--- src/rtl/legv8_multicycle_control.sv ---
// Multi-cycle LEGv8 control unit: fetches the instruction at pc, decodes a fixed
// subset and sequences the datapath control word and immediate state by state.
module legv8_multicycle_control #(
  parameter logic [63:0] PC_RESET = 64'd0,
  parameter logic [63:0] PC_STEP  = 64'd4
) (
  input  logic        clock,
  input  logic        reset,
  input  logic        run,
  input  logic [31:0] instruction,
  input  logic [3:0]  status,
  output logic [63:0] pc,
  output logic [24:0] control_word,
  output logic [63:0] constant,
  output logic        halted
);

  typedef enum logic [2:0] {S_FETCH, S_EXEC, S_MEMRD, S_WB, S_HALT} state_t;
  typedef enum logic [3:0] {
    OP_ADD, OP_SUB, OP_AND, OP_ORR, OP_ADDI, OP_SUBI,
    OP_LDUR, OP_STUR, OP_CBZ, OP_B, OP_UNDEF
  } op_t;

  localparam logic [4:0] FS_ADD = 5'b01000;
  localparam logic [4:0] FS_SUB = 5'b01001;
  localparam logic [4:0] FS_AND = 5'b00000;
  localparam logic [4:0] FS_ORR = 5'b00100;

  state_t      state_q, state_d;
  logic [63:0] pc_q, pc_d;
  logic [31:0] ir_q, ir_d;
  op_t         op;

  logic        mem_write, reg_write, bsel, en_mem, en_alu;
  logic [4:0]  sa, sb, da, fs;
  logic [63:0] const_d;

  logic [4:0]  rm, rn, rd;
  logic [63:0] imm12_z, imm9_s, off19, off26;
  logic        status_unused;

  assign rm      = ir_q[20:16];
  assign rn      = ir_q[9:5];
  assign rd      = ir_q[4:0];
  assign imm12_z = {52'd0, ir_q[21:10]};
  assign imm9_s  = {{55{ir_q[20]}}, ir_q[20:12]};
  assign off19   = {{43{ir_q[23]}}, ir_q[23:5], 2'b00};
  assign off26   = {{36{ir_q[25]}}, ir_q[25:0], 2'b00};
  assign status_unused = ^status[3:1];

  // Shortest opcode wins: B, then CBZ, then 10-bit, then 11-bit patterns.
  always_comb begin
    op = OP_UNDEF;
    if (ir_q[31:26] == 6'b000101)             op = OP_B;
    else if (ir_q[31:24] == 8'b10110100)      op = OP_CBZ;
    else if (ir_q[31:22] == 10'b1001000100)   op = OP_ADDI;
    else if (ir_q[31:22] == 10'b1101000100)   op = OP_SUBI;
    else begin
      case (ir_q[31:21])
        11'b10001011000: op = OP_ADD;
        11'b11001011000: op = OP_SUB;
        11'b10001010000: op = OP_AND;
        11'b10101010000: op = OP_ORR;
        11'b11111000010: op = OP_LDUR;
        11'b11111000000: op = OP_STUR;
        default:         op = OP_UNDEF;
      endcase
    end
  end

  always_comb begin
    state_d   = state_q;
    pc_d      = pc_q;
    ir_d      = ir_q;
    mem_write = 1'b0;
    reg_write = 1'b0;
    bsel      = 1'b0;
    en_mem    = 1'b0;
    en_alu    = 1'b0;
    sa        = '0;
    sb        = '0;
    da        = '0;
    fs        = '0;
    const_d   = '0;
    case (state_q)
      S_FETCH: begin
        if (run) begin
          ir_d    = instruction;
          state_d = S_EXEC;
        end
      end
      S_EXEC: begin
        state_d = S_FETCH;
        case (op)
          OP_ADD, OP_SUB, OP_AND, OP_ORR: begin
            sa        = rn;
            sb        = rm;
            da        = rd;
            reg_write = 1'b1;
            en_alu    = 1'b1;
            fs        = (op == OP_ADD) ? FS_ADD :
                        (op == OP_SUB) ? FS_SUB :
                        (op == OP_AND) ? FS_AND : FS_ORR;
            pc_d      = pc_q + PC_STEP;
          end
          OP_ADDI, OP_SUBI: begin
            sa        = rn;
            da        = rd;
            reg_write = 1'b1;
            en_alu    = 1'b1;
            bsel      = 1'b1;
            const_d   = imm12_z;
            fs        = (op == OP_ADDI) ? FS_ADD : FS_SUB;
            pc_d      = pc_q + PC_STEP;
          end
          OP_LDUR: begin
            sa      = rn;
            bsel    = 1'b1;
            const_d = imm9_s;
            fs      = FS_ADD;
            state_d = S_MEMRD;
          end
          OP_STUR: begin
            sa        = rn;
            sb        = rd;
            bsel      = 1'b1;
            const_d   = imm9_s;
            fs        = FS_ADD;
            mem_write = 1'b1;
            pc_d      = pc_q + PC_STEP;
          end
          OP_CBZ: begin
            sa   = rd;
            bsel = 1'b1;
            fs   = FS_ADD;
            pc_d = status[0] ? pc_q + off19 : pc_q + PC_STEP;
          end
          OP_B: pc_d = pc_q + off26;
          default: state_d = S_HALT;
        endcase
      end
      // IR is necessarily LDUR in MEMRD/WB, so its address fields are simply held.
      S_MEMRD, S_WB: begin
        sa      = rn;
        bsel    = 1'b1;
        const_d = imm9_s;
        fs      = FS_ADD;
        if (state_q == S_MEMRD) begin
          state_d = S_WB;
        end else begin
          da        = rd;
          reg_write = 1'b1;
          en_mem    = 1'b1;
          pc_d      = pc_q + PC_STEP;
          state_d   = S_FETCH;
        end
      end
      S_HALT:  state_d = S_HALT;
      default: state_d = S_HALT;
    endcase
  end

  always_ff @(posedge clock or posedge reset) begin
    if (reset) begin
      state_q <= S_FETCH;
      pc_q    <= PC_RESET;
      ir_q    <= '0;
    end else begin
      state_q <= state_d;
      pc_q    <= pc_d;
      ir_q    <= ir_d;
    end
  end

  assign pc           = pc_q;
  assign control_word = {mem_write, sa, sb, da, reg_write, fs, bsel, en_mem, en_alu};
  assign constant     = const_d;
  assign halted       = (state_q == S_HALT);

endmodule

--- config.mk ---
export PLATFORM = sky130hd
export DESIGN_NAME = legv8_multicycle_control
export DESIGN_NICKNAME = d
export VERILOG_FILES = /design/src/rtl/legv8_multicycle_control.sv
export SDC_FILE = /design/constraint.sdc
export NUM_CORES = 1
export LEC_CHECK = 0
export BUFFER_PORTS_ARGS = -buffer_cell sky130_fd_sc_hd__buf_4
export CAP_MARGIN = 20
export CELL_PAD_IN_SITES_DETAIL_PLACEMENT = 2
export CELL_PAD_IN_SITES_GLOBAL_PLACEMENT = 2
export CORE_MARGIN = 4
export CORE_UTILIZATION = 35
export CTS_CLUSTER_DIAMETER = 80
export DETAILED_ROUTE_END_ITERATION = 12
export PLACE_DENSITY = 0.91
export RECOVER_POWER = 25
export SYNTH_ARGS = -nofsm -noshare
export SYNTH_HDL_FRONTEND = slang
export SYNTH_SLANG_ARGS = --single-unit
--- constraint.sdc ---
create_clock -name clock -period 5 [get_ports clock]
set_input_delay 0 -clock clock [delete_from_list [all_inputs] [get_ports clock]]
set_output_delay 0 -clock clock [all_outputs]
set_load 0.03 [all_outputs]
==> run_results.csv <==
group,metric,value,unit
outcome,outcome,"finished with violations",
outcome,violations,"capacitance limit, slew limit",
cells_and_area,fillCellCount,4858,
routing,drt_wl_total,77900,um
cells_and_area,antenna_cells,0,
synth,synth.cell_area,14800,sq um
power_and_ir_drop,p_per_area,603,nW/um^2
global_route,grt_pass1_wl,118000,um
floorplan,dieArea,45600,sq um
global_route,gr-usage-met2,53.1,%
place,post-place-cells,2608,
setup_path,crit_family,"compound AO/OA/AOI/OAI gates",
timing,setup_viol,0,
setup_path,crit_fanout,9,
synth,ys_seq_area_share,16.4,%
clocking,cts_setup_buffers,0,
setup_path,worstPathArrival,4.81,ns
setup_path,rr_startpoint,"pc[4]",
floorplan,core,41900,sq um
clocking,clockRootBuffer,"clkbuf_16",
clocking,cts-buffers-inserted,9,
synth,synthAdderAreaFrac,10.6,%
timing,finalClockSkew,0.0226,ns
setup_path,ff2ff_setup_slack,0.42,ns
global_route,grt_pass1_vias,18900,
hold_path,holdPathStages,5,
job,cap_violations,1,
clocking,path_clk_slew,0.08,ns
setup_path,slowest_delay,0.54,ns
hold_path,min_to,"pc[8]",
cells_and_area,multiInputGateArea,11400,sq um
synth,ys_warn_count,0,
power_and_ir_drop,vdd_ir_drop_max,0.000271,V
floorplan,die_y,213,um
global_route,gr-usage-met3,6.96,%
place,portBuffers,185,
global_route,antenna_found_initial,2,
setup_path,crit_top_cell,"o21ai_0",
timing,max_freq,219,MHz
clocking,clk_latency,0.40,ns
setup_path,cp_num_buf_inv,0,
setup_path,cpMaxStageDelayCell,"o41ai_1",
clocking,cts_sinks,97,
hold_path,hold_path_startpoint,"status[0]",
synth,synth_edf_count,0,
cells_and_area,drive_gt1_share,13.0,%
clocking,tritoncts,"done",
cells_and_area,area_delta_synth_final,13.8,%
timing,rsz0062_at_grt,"false",
synth,synthXorXnorAreaFrac,9.31,%
synth,yosys.area_share.simple,22.5,%
routing,wl_per_cell,29.3,um
clocking,cts_max_path_buffers,2,
timing,min_period,4.58,ns
setup_path,timing.rr.end,"pc[63]",
timing,maxSlewHeadroom,-61.7,%
synth,ys_ff_latch,97,
global_route,grt_max_degree,75,
timing,min_period_over_period,91.5,%
routing,vias_per_cell,6.77,
global_route,grtUsageTotal,33.0,%
synth,async_flop_share,100,%
synth,synthFlopType,"dfrtp_1",
timing,tightest_slew,2.41,ns
clocking,htree_levels,3,
routing,drc_errors,0,
cells_and_area,instances_no_fill,2659,
routing,drtPass1Iterations,6,
synth,synth_compound_area_share,31.4,%
setup_path,path_class,"flop to flop",
timing,slew_viol_final,49,
setup_path,required,5.24,ns
power_and_ir_drop,p_total,10.1,mW
routing,first_iter_violations,1750,
routing,via_count,18000,
timing,hold_violations,0,
cells_and_area,layout_common_cells,"a21oi_1, nand2_1, buf_4",
hold_path,min_path_type,"input port to flop",
power_and_ir_drop,leakage,6.91,nW
synth,avgSynthCellArea,7.33,sq um
floorplan,row_count,75,
cells_and_area,seq_area,2430,sq um
synth,synth.area.mux_share,2.85,%
global_route,grt_use_met1,42.9,%
floorplan,die_w,213,um
setup_path,r2r.worst_path.cells,12,
global_route,grt_overflow,0,
setup_path,start_kind,"flop",
place,place_congestion,0.940,
synth,yosysUniqueCellTypes,90,
timing,fin_tns_setup,0,ns
setup_path,path_cells,"ha_1, o21ai_0, o21ai_0, nand3_1, o211ai_1, a21oi_1, o21ai_2, a41oi_1, o41ai_1, xor2_1, mux2i_1, o221ai_1",
routing,antenna_left,0,
place,hpwl,56900,um
setup_path,crit_path_end_kind,"flop",
floorplan,ios,193,
cells_and_area,final_common_cell,"a21oi_1",
global_route,busiest_layer,"met2",
floorplan,start_util,35.3,%
synth,synth_top_family_by_area,"compound AO/OA/AOI/OAI gates",
cells_and_area,nets,2278,
synth,synthCells,2016,
## metrics by stage
stage          util (%)  area [sq um]  worst slack [ns]  hold slack (ns)
2_1_floorplan         -         14800              1.28            0.152
3_3_place_gp       38.9         16300             0.867            0.141
3_5_place_dp       38.9         16300             0.725            0.157
4_1_cts            40.5         16900             0.686            0.296
5_1_grt            40.2         16800             0.215            0.396
6_report           40.2         16800             0.424            0.324
## worst min-delay path, stage by stage
cell     delay [ns]
buf_4          0.19
a21oi_1        0.15
a21oi_1        0.05
o21ai_0        0.14
a22o_1         0.13
## final cells by class
cell class                      count  area share, %
Clock buffer                       12           1.41
Clock inverter                      4          0.454
Inverter                           32          0.722
Multi-Input combinational cell   1717           67.7
Sequential cell                    97           14.4
Tap cell                          539           4.01
Timing Repair Buffer              258           11.2
## report_power, final
part	total (mW)	switching, mW	leakage [nW]	internal [mW]
Clock	0.837	0.394	0.147	0.443
Sequential	1.33	0.398	1.04	0.930
Combinational	7.97	5.15	5.73	2.82
Total	10.1	5.94	6.91	4.19
## what timing repair did
item,in CTS,in global routing
gates resized for setup,0,0
hold buffers,34,0
setup endpoints to repair,0,0
endpoints found under the hold margin,80,0
## registers in the layout (all words and copies together), names as in the netlist
signal	flops
ir_q	32
state_q	3
pc	62
## logic make-up (layout without fill, tap and decap cells)
family / after synthesis / after routing
compound gates: 721 / 721
xor+xnor: 157 / 157
fa+ha+maj: 124 / 124
buf+inv: 205 / 306
flops: 97 / 97
mux: 38 / 38
other cells: 1 / 4
simple gates: 673 / 673
## synthesized netlist by cell type (all sizes together) (32+ instances only)
| library cell | n | area, sq um |
|---|---|---|
| o21ai | 170 | 870 |
| xnor2 | 88 | 771 |
| nand3 | 47 | 248 |
| buf | 68 | 489 |
| a21o | 77 | 578 |
| clkbuf | 105 | 395 |
| nor3 | 48 | 240 |
| inv | 32 | 120 |
| ha | 122 | 1530 |
| nor2 | 156 | 596 |
| mux2 | 33 | 372 |
| nand2 | 195 | 734 |
| and3 | 38 | 238 |
| xor2 | 69 | 604 |
| nand4 | 50 | 313 |
| a21oi | 216 | 1080 |
| dfrtp | 97 | 2430 |
## metal layers
metal  routed length [um]  share of wire, %
met3                 7420               9.5
met2                35400                45
met1                31500                40
met5                   24             0.031
met4                 3580               4.6
## worst max-delay path by stage
stage | startpoint | to | slack [ns] | cells past startpoint
detailed placement | pc[4] | pc[63] | 0.73 | 12
CTS | pc[4] | pc[63] | 0.69 | 12
floorplan | ir_q[23] | pc[62] | 1.28 | 11
finish | pc[4] | pc[63] | 0.42 | 12
global route | pc[2] | pc[26] | 0.22 | 13
global placement | pc[4] | pc[63] | 0.87 | 12
No activity file was read; power rests on OpenSTA's default activity.
